File: src/rtl/psum_acc_pkg.sv
// Shared types and helpers for the partial-sum accumulation controller.
package psum_acc_pkg;

    typedef enum logic [1:0] {
        IDLE,
        INIT,
        RUN,
        DRAIN
    } state_t;

    typedef enum logic {
        OP_ACC,
        OP_RD
    } op_t;

    function automatic int unsigned lane_lsb(int unsigned lane, int unsigned lane_bw);
        return lane * lane_bw;
    endfunction

endpackage

File: src/rtl/psum_acc_ctrl_if.sv
// Requester, readout and SRAM-side signals of the accumulation controller.
interface psum_acc_ctrl_if #(
    parameter int unsigned AW = 11,
    parameter int unsigned BW = 128
);
    logic          init_start;
    logic          init_done;
    logic          acc_valid;
    logic          acc_ready;
    logic          acc_first;
    logic [AW-1:0] acc_addr;
    logic [BW-1:0] acc_data;
    logic          rd_req;
    logic          rd_ready;
    logic [AW-1:0] rd_addr;
    logic          rd_valid;
    logic [BW-1:0] rd_data;
    logic          sram_CEN;
    logic          sram_REN;
    logic          sram_WEN;
    logic [AW-1:0] sram_A_rd;
    logic [AW-1:0] sram_A_wr;
    logic [BW-1:0] sram_D;
    logic [BW-1:0] sram_Q;

    modport slave (
        input  init_start, acc_valid, acc_first, acc_addr, acc_data,
               rd_req, rd_addr, sram_Q,
        output init_done, acc_ready, rd_ready, rd_valid, rd_data,
               sram_CEN, sram_REN, sram_WEN, sram_A_rd, sram_A_wr, sram_D
    );

    modport master (
        output init_start, acc_valid, acc_first, acc_addr, acc_data,
               rd_req, rd_addr, sram_Q,
        input  init_done, acc_ready, rd_ready, rd_valid, rd_data,
               sram_CEN, sram_REN, sram_WEN, sram_A_rd, sram_A_wr, sram_D
    );

endinterface

File: src/rtl/psum_lane_add.sv
// Lane-wise wraparound adder: no carry crosses a lane boundary.
module psum_lane_add
    import psum_acc_pkg::*;
#(
    parameter int unsigned col     = 8,
    parameter int unsigned psum_bw = 16
) (
    input  logic [col*psum_bw-1:0] a,
    input  logic [col*psum_bw-1:0] b,
    output logic [col*psum_bw-1:0] sum
);

    always_comb begin
        sum = '0;
        for (int unsigned i = 0; i < col; i++) begin
            sum[lane_lsb(i, psum_bw) +: psum_bw] =
                a[lane_lsb(i, psum_bw) +: psum_bw] + b[lane_lsb(i, psum_bw) +: psum_bw];
        end
    end

endmodule

File: src/rtl/psum_acc_ctrl.sv
// Read-add-write sequencer and acc/readout arbiter for the dual-address
// partial-sum SRAM, with forwarding around the same-address collision.
module psum_acc_ctrl
    import psum_acc_pkg::*;
#(
    parameter int unsigned num     = 2048,
    parameter int unsigned col     = 8,
    parameter int unsigned psum_bw = 16
) (
    input  logic           CLK,
    input  logic           reset,
    psum_acc_ctrl_if.slave bus
);

    localparam int unsigned   AW   = $clog2(num);
    localparam int unsigned   BW   = col * psum_bw;
    localparam logic [AW-1:0] LAST = AW'(num - 1);

    state_t        state;
    state_t        state_nx;
    logic [AW-1:0] cnt;
    logic          init_done_r;
    logic          rr_acc;

    logic          s1_valid;
    op_t           s1_op;
    logic          s1_first;
    logic          s1_fwd;
    logic [AW-1:0] s1_addr;
    logic [BW-1:0] s1_data;
    logic [BW-1:0] fwd_data;

    logic          run_open;
    logic          gnt_acc;
    logic          gnt_rd;
    logic          s0_go;
    logic [AW-1:0] s0_addr;
    logic          s0_hit;
    logic [BW-1:0] operand;
    logic [BW-1:0] add_sum;
    logic [BW-1:0] s1_sum;

    // Grants are withheld while init_start is seen in RUN so nothing enters
    // S1 on the way into INIT/DRAIN.
    assign run_open      = (state == RUN) && !bus.init_start;
    assign bus.acc_ready = run_open && (!bus.rd_req || rr_acc);
    assign bus.rd_ready  = run_open && (!bus.acc_valid || !rr_acc);
    assign gnt_acc       = bus.acc_valid && bus.acc_ready;
    assign gnt_rd        = bus.rd_req && bus.rd_ready;
    assign s0_go         = gnt_acc || gnt_rd;
    assign s0_addr       = gnt_acc ? bus.acc_addr : bus.rd_addr;
    assign s0_hit        = s1_valid && (s1_op == OP_ACC) && (s1_addr == s0_addr);

    assign operand       = s1_fwd ? fwd_data : bus.sram_Q;
    assign s1_sum        = s1_first ? s1_data : add_sum;
    assign bus.init_done = init_done_r;

    psum_lane_add #(
        .col     (col),
        .psum_bw (psum_bw)
    ) u_lane_add (
        .a   (operand),
        .b   (s1_data),
        .sum (add_sum)
    );

    always_ff @(posedge CLK or posedge reset) begin
        if (reset) begin
            state <= IDLE;
        end else begin
            state <= state_nx;
        end
    end

    always_comb begin
        state_nx = state;
        unique case (state)
            IDLE:  if (bus.init_start) state_nx = INIT;
            INIT:  if (cnt == LAST) state_nx = RUN;
            RUN:   if (bus.init_start) state_nx = s1_valid ? DRAIN : INIT;
            DRAIN: state_nx = INIT;
            default: state_nx = IDLE;
        endcase
    end

    always_comb begin
        bus.sram_CEN  = 1'b1;
        bus.sram_REN  = 1'b1;
        bus.sram_WEN  = 1'b1;
        bus.sram_A_rd = '0;
        bus.sram_A_wr = '0;
        bus.sram_D    = '0;
        bus.rd_valid  = 1'b0;
        bus.rd_data   = '0;

        if (state == INIT) begin
            bus.sram_CEN  = 1'b0;
            bus.sram_WEN  = 1'b0;
            bus.sram_A_wr = cnt;
        end

        if (s1_valid) begin
            if (s1_op == OP_ACC) begin
                bus.sram_CEN  = 1'b0;
                bus.sram_WEN  = 1'b0;
                bus.sram_A_wr = s1_addr;
                bus.sram_D    = s1_sum;
            end else begin
                bus.rd_valid = 1'b1;
                bus.rd_data  = operand;
            end
        end

        // A read colliding with the S1 write stays off so the write lands;
        // the op picks its operand from fwd_data instead.
        if (s0_go) begin
            bus.sram_CEN  = 1'b0;
            bus.sram_REN  = s0_hit;
            bus.sram_A_rd = s0_addr;
        end
    end

    always_ff @(posedge CLK or posedge reset) begin
        if (reset) begin
            cnt         <= '0;
            init_done_r <= 1'b0;
            rr_acc      <= 1'b1;
            s1_valid    <= 1'b0;
            s1_op       <= OP_ACC;
            s1_first    <= 1'b0;
            s1_fwd      <= 1'b0;
            s1_addr     <= '0;
            s1_data     <= '0;
            fwd_data    <= '0;
        end else begin
            cnt         <= (state == INIT && state_nx == INIT) ? cnt + 1'b1 : '0;
            init_done_r <= (state == INIT) && (state_nx == RUN);
            if (bus.acc_valid && bus.rd_req && s0_go) begin
                rr_acc <= ~rr_acc;
            end
            s1_valid <= s0_go;
            s1_op    <= gnt_acc ? OP_ACC : OP_RD;
            s1_first <= gnt_acc && bus.acc_first;
            s1_fwd   <= s0_go && s0_hit;
            s1_addr  <= s0_addr;
            s1_data  <= bus.acc_data;
            fwd_data <= s1_sum;
        end
    end

endmodule
File: src/flat_wrapper.sv
// flat-port wrapper written by rule: the top's interface ports become plain ports
module psum_acc_ctrl_flat import psum_acc_pkg::*;
#(
    parameter int unsigned num     = 2048,
    parameter int unsigned col     = 8,
    parameter int unsigned psum_bw = 16
)
  (CLK, reset, bus_init_start, bus_acc_valid, bus_acc_first, bus_acc_addr, bus_acc_data, bus_rd_req, bus_rd_addr, bus_sram_Q, bus_init_done, bus_acc_ready, bus_rd_ready, bus_rd_valid, bus_rd_data, bus_sram_CEN, bus_sram_REN, bus_sram_WEN, bus_sram_A_rd, bus_sram_A_wr, bus_sram_D);
  psum_acc_ctrl_if bus_i ();
  input  logic CLK;
  input  logic reset;
  input wire logic [$bits(bus_i.init_start)-1:0] bus_init_start;
  input wire logic [$bits(bus_i.acc_valid)-1:0] bus_acc_valid;
  input wire logic [$bits(bus_i.acc_first)-1:0] bus_acc_first;
  input wire logic [$bits(bus_i.acc_addr)-1:0] bus_acc_addr;
  input wire logic [$bits(bus_i.acc_data)-1:0] bus_acc_data;
  input wire logic [$bits(bus_i.rd_req)-1:0] bus_rd_req;
  input wire logic [$bits(bus_i.rd_addr)-1:0] bus_rd_addr;
  input wire logic [$bits(bus_i.sram_Q)-1:0] bus_sram_Q;
  output wire logic [$bits(bus_i.init_done)-1:0] bus_init_done;
  output wire logic [$bits(bus_i.acc_ready)-1:0] bus_acc_ready;
  output wire logic [$bits(bus_i.rd_ready)-1:0] bus_rd_ready;
  output wire logic [$bits(bus_i.rd_valid)-1:0] bus_rd_valid;
  output wire logic [$bits(bus_i.rd_data)-1:0] bus_rd_data;
  output wire logic [$bits(bus_i.sram_CEN)-1:0] bus_sram_CEN;
  output wire logic [$bits(bus_i.sram_REN)-1:0] bus_sram_REN;
  output wire logic [$bits(bus_i.sram_WEN)-1:0] bus_sram_WEN;
  output wire logic [$bits(bus_i.sram_A_rd)-1:0] bus_sram_A_rd;
  output wire logic [$bits(bus_i.sram_A_wr)-1:0] bus_sram_A_wr;
  output wire logic [$bits(bus_i.sram_D)-1:0] bus_sram_D;
  assign bus_i.init_start = bus_init_start;
  assign bus_i.acc_valid = bus_acc_valid;
  assign bus_i.acc_first = bus_acc_first;
  assign bus_i.acc_addr = bus_acc_addr;
  assign bus_i.acc_data = bus_acc_data;
  assign bus_i.rd_req = bus_rd_req;
  assign bus_i.rd_addr = bus_rd_addr;
  assign bus_i.sram_Q = bus_sram_Q;
  assign bus_init_done = bus_i.init_done;
  assign bus_acc_ready = bus_i.acc_ready;
  assign bus_rd_ready = bus_i.rd_ready;
  assign bus_rd_valid = bus_i.rd_valid;
  assign bus_rd_data = bus_i.rd_data;
  assign bus_sram_CEN = bus_i.sram_CEN;
  assign bus_sram_REN = bus_i.sram_REN;
  assign bus_sram_WEN = bus_i.sram_WEN;
  assign bus_sram_A_rd = bus_i.sram_A_rd;
  assign bus_sram_A_wr = bus_i.sram_A_wr;
  assign bus_sram_D = bus_i.sram_D;
  psum_acc_ctrl #(.num(num), .col(col), .psum_bw(psum_bw)) u_core (.CLK(CLK), .reset(reset), .bus(bus_i));
endmodule
File: config.mk
export PLATFORM = sky130hd
export DESIGN_NAME = psum_acc_ctrl_flat
export DESIGN_NICKNAME = d
export VERILOG_FILES = /design/src/rtl/psum_acc_pkg.sv /design/src/rtl/psum_acc_ctrl_if.sv /design/src/rtl/psum_lane_add.sv /design/src/rtl/psum_acc_ctrl.sv /design/src/flat_wrapper.sv
export SDC_FILE = /design/constraint.sdc
export NUM_CORES = 1
export LEC_CHECK = 0
export CAP_MARGIN = 0
export CORE_AREA = 2 2 221 223
export DETAILED_ROUTE_END_ITERATION = 8
export DIE_AREA = 0 0 223 225
export GPL_ROUTABILITY_DRIVEN = 0
export PLACE_DENSITY_LB_ADDON = 0.3
export SLEW_MARGIN = 0
export SYNTH_ARGS = -nofsm -noshare
export SYNTH_HDL_FRONTEND = slang
export SYNTH_SLANG_ARGS = --single-unit
File: constraint.sdc
create_clock -name CLK -period 8.8 [get_ports CLK]
set_input_delay 0.88 -clock CLK [delete_from_list [all_inputs] [get_ports CLK]]
set_output_delay 0.88 -clock CLK [all_outputs]
set_load 0.01 [all_outputs]
* Word level (Yosys, flattened, before mapping)
Cells that the tools add are included.
Storage, ports and cells: bits in registers 286, input bits 284, output and inout port bits 285, word-level logic and storage cells 75
Cells by class: $add $sub $neg 9, equality and inequality tests 7, muxes and demuxes 25, bitwise gates (word level) 2, reductions and logical operators 21
Operator list (number):
- $mux W128 | 6
- $add A16 B16 Y16 | 8
- $mux W11 | 6
- $logic_and A1 B1 Y1 | 13
- $add A11 B1 Y11 const B | 1
- $eq A11 B11 Y1 | 1
- $eq A11 B11 Y1 const B | 1
- $mux W1 | 8
- $mux W2 | 4
- $pmux W2 S4 | 1
- $eq A2 B2 Y1 const B | 3
- $eq A2 B1 Y1 const B | 2
- $logic_not A1 Y1 | 4
- $logic_or A1 B1 Y1 | 3
- $logic_not A2 Y1 | 1
- $not A1 Y1 | 2

* Logic depth before layout (Yosys ltp)
Gate-level depths: netlist (run 1).
depth in word-level cells 8, depth in mapped cells 14, mapped depth without buffers 11

* Hierarchy
From an unflattened synthesis (run 1), not the netlist that was laid out.
Unflattened totals: cell total of the unflattened synthesis 1677, area total of the unflattened synthesis 17923.4 µm²
Modules (own cells, without submodules):
- psum_acc_ctrl | instances 1, cells an instance 1001, area each 12794.8 µm², sequential area each 7158.1 µm²
- psum_lane_add | instances 1, cells an instance 676, area each 5128.7 µm², sequential area each 0.0 µm²

* Worst setup path after synthesis (run 1)
No wires, ideal clock.
path type flip-flop to output port, start point register u_core.s1_fwd, end point output port bus_sram_D[62], arrival time 3.850 ns, data required time 7.920 ns, path slack 4.070 ns, cell stages (with the launch flop) 15, path buffers 3, path through dfrtp_1 -> buf_1 -> clkbuf_1 -> buf_2 -> mux2_2 -> ha_1 -> fa_1 -> a21o_1 -> a21oi_1 -> a21oi_1 -> o41a_1 -> a31o_2 -> a21oi_1 -> mux2i_1 -> a21oi_1
Between the ends: cells in the longest elaborated chain, start to end 5
Ends and longest elaborated chain:
- start, declared | line psum_acc_ctrl.sv:28 | logic s1_fwd;
- start signal, assigned | line psum_acc_ctrl.sv:144 | s1_fwd <= s0_go && s0_hit;
- $mux W128 | line psum_acc_ctrl.sv:54 | assign operand = s1_fwd ? fwd_data : bus.sram_Q;
- $add A16 B16 Y16 | line psum_lane_add.sv:17 | a[lane_lsb(i, psum_bw) +: psum_bw] + b[lane_lsb(i, psum_bw) +: psum_bw];
- $mux W128 | line psum_acc_ctrl.sv:55 | assign s1_sum = s1_first ? s1_data : add_sum;
- $mux W128 | line psum_acc_ctrl.sv:103 | if (s1_op == OP_ACC) begin
- $mux W128 | line psum_acc_ctrl.sv:102 | if (s1_valid) begin
- end, declared | line flat_wrapper.sv:30 | output wire logic [$bits(bus_i.sram_D)-1:0] bus_sram_D;
No other way between the ends.

* Worst setup path after layout (run 1)
start point register u_core.s1_fwd, end point output port bus_sram_D[122]
The elaborated chain is that of the path after synthesis.

==> results of run 1 <==
[final cells by class]
type	count	area share, %
diodes	5	0.0487
clock buffers	45	3.92
clock inverters	16	0.911
inverters	50	0.770
multi-input cells	1462	40.9
flip-flops and latches	286	27.9
well taps	615	3.00
repair buffers	580	22.5
[sequential cells by signal, summed over array words and instances (netlist names)]
register              cells
u_core.s1_op              1
u_core.bus.init_done      1
u_core.s1_first           1
u_core.s1_fwd             1
u_core.cnt               11
u_core.state              2
u_core.rr_acc             1
u_core.fwd_data         128
u_core.s1_addr           11
u_core.s1_data          128
u_core.s1_valid           1
[through the flow]
step / hold WS, ns / worst slack, ns / total power, uW
after CTS: 0.461 / 2.60 / 3990
final: 0.460 / 2.66 / 3960
after global placement: 0.445 / 3.27 / 2380
after global routing: 0.477 / 2.40 / 4150
after floorplan: 0.431 / 0.0294 / 2080
after detailed placement: 0.449 / 3.23 / 2400
[power breakdown]
| group | internal (uW) | leakage (uW) | switching (uW) |
|---|---|---|---|
| Sequential | 1480 | 0.00334 | 76.3 |
| Combinational | 415 | 0.00680 | 419 |
| Clock | 983 | 0.000620 | 588 |
| Total | 2880 | 0.0108 | 1080 |
[logic make-up after synthesis]
family | synth area share [%]
fa+ha+maj | 9.22
buf+inv | 2.78
xor+xnor | 5.79
mux | 10.6
compound gates | 14.6
simple gates | 17.5
flops | 39.4
[cell usage in the layout (no fill, tap or decap), types with 26 or more instances in the layout]
master and n:
dfrtp_1 283, clkdlybuf4s50_1 568, xnor2_1 67, mux2i_1 32
mux2_2 143, nand3_1 26, nand2_1 182, and2_1 228
clkbuf_16 37, inv_1 47, a21o_1 39, ha_1 121
o21ai_0 124, nor2_1 82, a21oi_1 110, xor2_1 53
[routing by layer]
layer  part of all wire, %  vias up  track usage (%)
li1                      -     7635                -
met1                    41     7868             31.1
met2                    48      594             42.5
met3                   6.6      116             5.27
met4                   3.5        2             9.40
met5                 0.022        -                0
[critical path: cells and delay by family, from the launching register on]
family / cells / cell delay [ns]
buffers and inverters: 2 / 1.16
muxes: 1 / 0.40
AOI/OAI and AO/OA: 6 / 1.51
and+or+nand+nor: 1 / 0.08
xor gates and xnor gates: 1 / 0.13
DFF: 1 / 0.67
adders and majority gates: 2 / 0.70
[path summary, 6_finish.rpt]
kind	from	end	slack (ns)	depth (start not counted)
max in group asynchronous	reset	u_core.s1_data[121]	6.30	3
worst min register to register	u_core.s1_data[79]	u_core.fwd_data[79]	0.46	1
worst max-delay path	u_core.s1_fwd	bus_sram_D[122]	2.66	13
worst max register to register	u_core.s1_fwd	u_core.fwd_data[62]	4.69	12
worst min-delay path	u_core.s1_data[79]	u_core.fwd_data[79]	0.46	1
min in group asynchronous	reset	u_core.s1_data[112]	0.93	2
==> flow_summary.ini, run 1 <==
[status]
outcome = finished, final reports clean

[global_routing]
grt_pass1_wl_mm = 97.3
antenna_found_initial = 7
grt-ovfl-total = 0
grt_start_max_net_pins = 116
first_global_vias = 16600
track_usage_pct = 25.0

[sta]
rsz0062_at_grt = false
maxSlewHeadroom_pct = 26.7
finalCriticalPeriod_ns = 6.14
finClkSkew_ns = 0.0202
slew_violations = 0
hold_violations = 0
fin_setup_tns_ns = 0
max_freq_mhz = 163
worstMarginPinSlew_ns = 1.10
finalSetupViolCount = 0
finalCritPeriodShare_pct = 69.8

[yosys]
syn-cell-area_um2 = 18200
syn-instance-count = 1875
synth_seq_area_share_pct = 39.4
synth_top_cell_by_area = dfrtp_1
ys.flop_type = dfrtp_1
syn-mean-instance-area_um2 = 9.68
yosys-top-cells-area = dfrtp_1, mux2_2, ha_1
synth_top_area_share_pct = 39.3
syn-num-nets = 2288
ys_async_sr_fraction_pct = 100
ys_ff_latch = 286
synth_warnings = 0
synth_edf_count = 0
yosysMostFrequentCell = dfrtp_1
synth_cell_type_count = 71
synth_commonest_cells = dfrtp_1, and2_1, nand2_1, mux2_2, o21ai_0

[route]
vias_per_cell = 5.30
drtIter0Drc = 954
antenna_left = 0
wl_per_cell_um = 20.9
drc = 0
drt_wl_total_mm = 63.9
firstDrtPassIters = 5
vias = 16200

[finish]
drive_above_1_share_pct = 9.68
fin_nets = 2829
fin_area_um2 = 25700
register_area_um2 = 7170
syn_to_final_growth_pct = 41.4
multiInputGateArea_um2 = 10500
instances_no_fill = 3059
nFillCells = 4207
fin_util_pct = 54.0

[setup_path]
crit_slowest_cell = clkdlybuf4s50_1
cp_max_fo = 28
startpoint_type = flop
endpoint_kind = output port
arrival_ns = 5.26
crit_type = flop to output port
path_cells = buf_4, mux2_2, ha_1, fa_1, a21o_1, a21o_1, a2111o_1, a21oi_1, o21a_1, xnor2_1, nand2_1, a21oi_1, clkdlybuf4s50_1
worstPathRequired_ns = 7.92
cp_slowest_stage_delay_ns = 0.71

[clock_tree]
htreeDepth = 2
cts_max_path_buffers = 3
cts_tree = yes
cts_buffers = 36
clock_latency_ns = 0.54
clockRootBuffer = clkbuf_16
cts_resized = 0
holdBufCountCts = 0
cts_sinks = 286
cts.clk_slew.worst_paths_ns = 0.06
cts_setup_buffers = 0

[placement]
place_inst = 2993
dp_hpwl_mm = 47.8
placed_area_um2 = 24400
port_buffers = 568

[floorplan]
die_y_um = 225
core_um2 = 47500
start_util_pct = 38.2
die_width_um = 223
rows = 80
die_area_um2 = 50200
pin_count = 569

[power]
power_density_nw_per_um2 = 154
max-vdd-ir-drop_mv = 0.0965
power_leakage_uw = 0.0108

[flow_run]
drv_cap = 0

[hold_path]
hp-class = flop to flop
Note: power is estimated with default switching activity, not from simulation.
==> inputs of run 2 (changes only) <==
Clock period 8.8 ns to 5.1 ns, I/O delays scaled along.
==> flow_summary.ini, run 2 (synthesized netlist as in run 1, its figures left out) <==
[setup_path]
cp_max_fo = 23
reg2regPathDepth = 12
arrival_ns = 4.46
startpoint_type = flop
worstPathRequired_ns = 4.59
crit_type = flop to output port
rrSetupSlack_ns = 1.49
endpoint_kind = output port
rr_startpoint = u_core.s1_fwd
reg2reg_to = u_core.fwd_data[62]

[floorplan]
pin_count = 569
die_area_um2 = 50200
core_um2 = 47500
die_width_um = 223
start_util_pct = 38.2
die_y_um = 225
rows = 80

[finish]
syn_to_final_growth_pct = 42.8
instances_no_fill = 3076
multiInputGateArea_um2 = 10600
layout_commonest_cell = clkdlybuf4s50_1
fin_area_um2 = 25900
most-common-layout-cells = clkdlybuf4s50_1, dfrtp_1, and2_1
top_regs = u_core.fwd_data (128), u_core.s1_data (128)
drive_above_1_share_pct = 11.1
register_area_um2 = 7170
nFillCells = 4232
fin_nets = 2841

[sta]
rsz0062_at_grt = true
finClkSkew_ns = 0.00934
maxSlewHeadroom_pct = 33.2
hold_ws_ns = 0.341
worst_slack_ns = 0.133
slew_violations = 0
finalCriticalPeriod_ns = 4.97
hold_violations = 0
finalCritPeriodShare_pct = 97.4
worstMarginPinSlew_ns = 1.00
finalSetupViolCount = 0
max_freq_mhz = 201
fin_setup_tns_ns = 0

[global_routing]
use_met1_pct = 30.6
grt_start_max_net_pins = 139
first_global_vias = 16700
grt_busiest_layer = met2
antenna_found_initial = 11
met2_usage_pct = 43.6
grt-ovfl-total = 0
grt_use_met3_pct = 5.78
grt_pass1_wl_mm = 97.3
track_usage_pct = 25.0

[clock_tree]
htreeDepth = 2
clock_latency_ns = 0.54
cts_max_path_buffers = 3
clockRootBuffer = clkbuf_16
cts.clk_slew.worst_paths_ns = 0.06
cts_tree = yes
cts_buffers = 34
cts_sinks = 286

[route]
drtIter0Drc = 1057
wl_per_cell_um = 21.1
vias_per_cell = 5.35
drc = 0
drt_wl_total_mm = 65.0
antenna_left = 0
firstDrtPassIters = 5
vias = 16400

[placement]
port_buffers = 568
place_inst = 3003
placed_area_um2 = 24500
dp_hpwl_mm = 48.7
place_ws_ns = 0.391

[power]
power_leakage_uw = 0.0109
power_density_nw_per_um2 = 256
max-vdd-ir-drop_mv = 0.177

[status]
outcome = finished, final reports clean

[hold_path]
hp-class = input port to asynchronous set/reset pin

[flow_run]
drv_cap = 0
-- run 2: changes by cell type in the layout (fill, tap and decap cells not counted), moves of 5 or more --
cell,delta
a211oi_1,-5
buf_4,+7
bufinv_16,-6
a211oi_2,+5
clkbuf_8,+5
o21ai_1,+6
o21ai_0,-6
clkdlybuf4s50_1,-7
-- run 2: worst max path at each step --
| stage | from | to | slack (ns) | cells after the start |
|---|---|---|---|---|
| 4_1_cts | u_core.s1_fwd | bus_sram_D[12] | 0.004 | 12 |
| 2_1_floorplan | u_core.s1_fwd | bus_sram_D[62] | 0.74 | 14 |
| 3_3_place_gp | bus_sram_Q[33] | bus_sram_D[47] | 0.39 | 12 |
| 6_report | u_core.s1_fwd | bus_sram_D[94] | 0.13 | 12 |
| 5_1_grt | u_core.s1_fwd | bus_sram_D[93] | -0.04 | 13 |
| 3_5_place_dp | bus_sram_Q[33] | bus_sram_D[47] | 0.39 | 12 |
-- run 2: final cells by class --
type / instances / share of cell area [%]
Timing Repair Buffer: 594 / 23.1
Clock inverter: 10 / 0.203
Clock buffer: 51 / 4.16
Sequential cell: 286 / 27.7
Inverter: 50 / 0.744
Tap cell: 615 / 2.97
Multi-Input combinational cell: 1462 / 41.1
Antenna cell: 8 / 0.0773
-- run 2: power breakdown --
| part | switching, uW | internal [uW] | total, uW |
|---|---|---|---|
| combinational | 740 | 730 | 1470 |
| sequential | 130 | 2560 | 2690 |
| clock | 1010 | 1460 | 2470 |
-- run 2: timing repair --
| action | in CTS | in global routing |
|---|---|---|
| gates resized for setup | 18 | 27 |
| pin swaps | 2 | 2 |
| setup endpoints to repair | 17 | 24 |
| gates cloned | 0 | 2 |
| hold buffers | 0 | 0 |
| buffers inserted | 0 | 2 |
-- run 2: metal layers --
| metal | vias up | routed length (um) |
|---|---|---|
| met5 | - | 13 |
| met4 | 2 | 1790 |
| met3 | 97 | 4710 |
| met2 | 605 | 32000 |
| met1 | 8054 | 26500 |
| li1 | 7686 | - |
-- run 2: worst max-delay path, stage by stage (launching register included) --
cell	delay [ns]
dfrtp_4	0.47
buf_16	0.21
mux2_2	0.37
ha_1	0.23
fa_1	0.44
a21o_1	0.20
a21oi_4	0.19
o211ai_1	0.18
a31oi_1	0.23
nor2b_1	0.10
or4_1	0.50
a31oi_1	0.19
clkdlybuf4s50_1	0.57
-- run 2: per-stage QoR --
| step | power [uW] | utilization, % |
|---|---|---|
| 2_1_floorplan | 3590 | - |
| 3_3_place_gp | 4100 | 51.6 |
| 3_5_place_dp | 4140 | 51.6 |
| 4_1_cts | 6660 | 54.1 |
| 5_1_grt | 6950 | 54.5 |
| 6_report | 6630 | 54.5 |
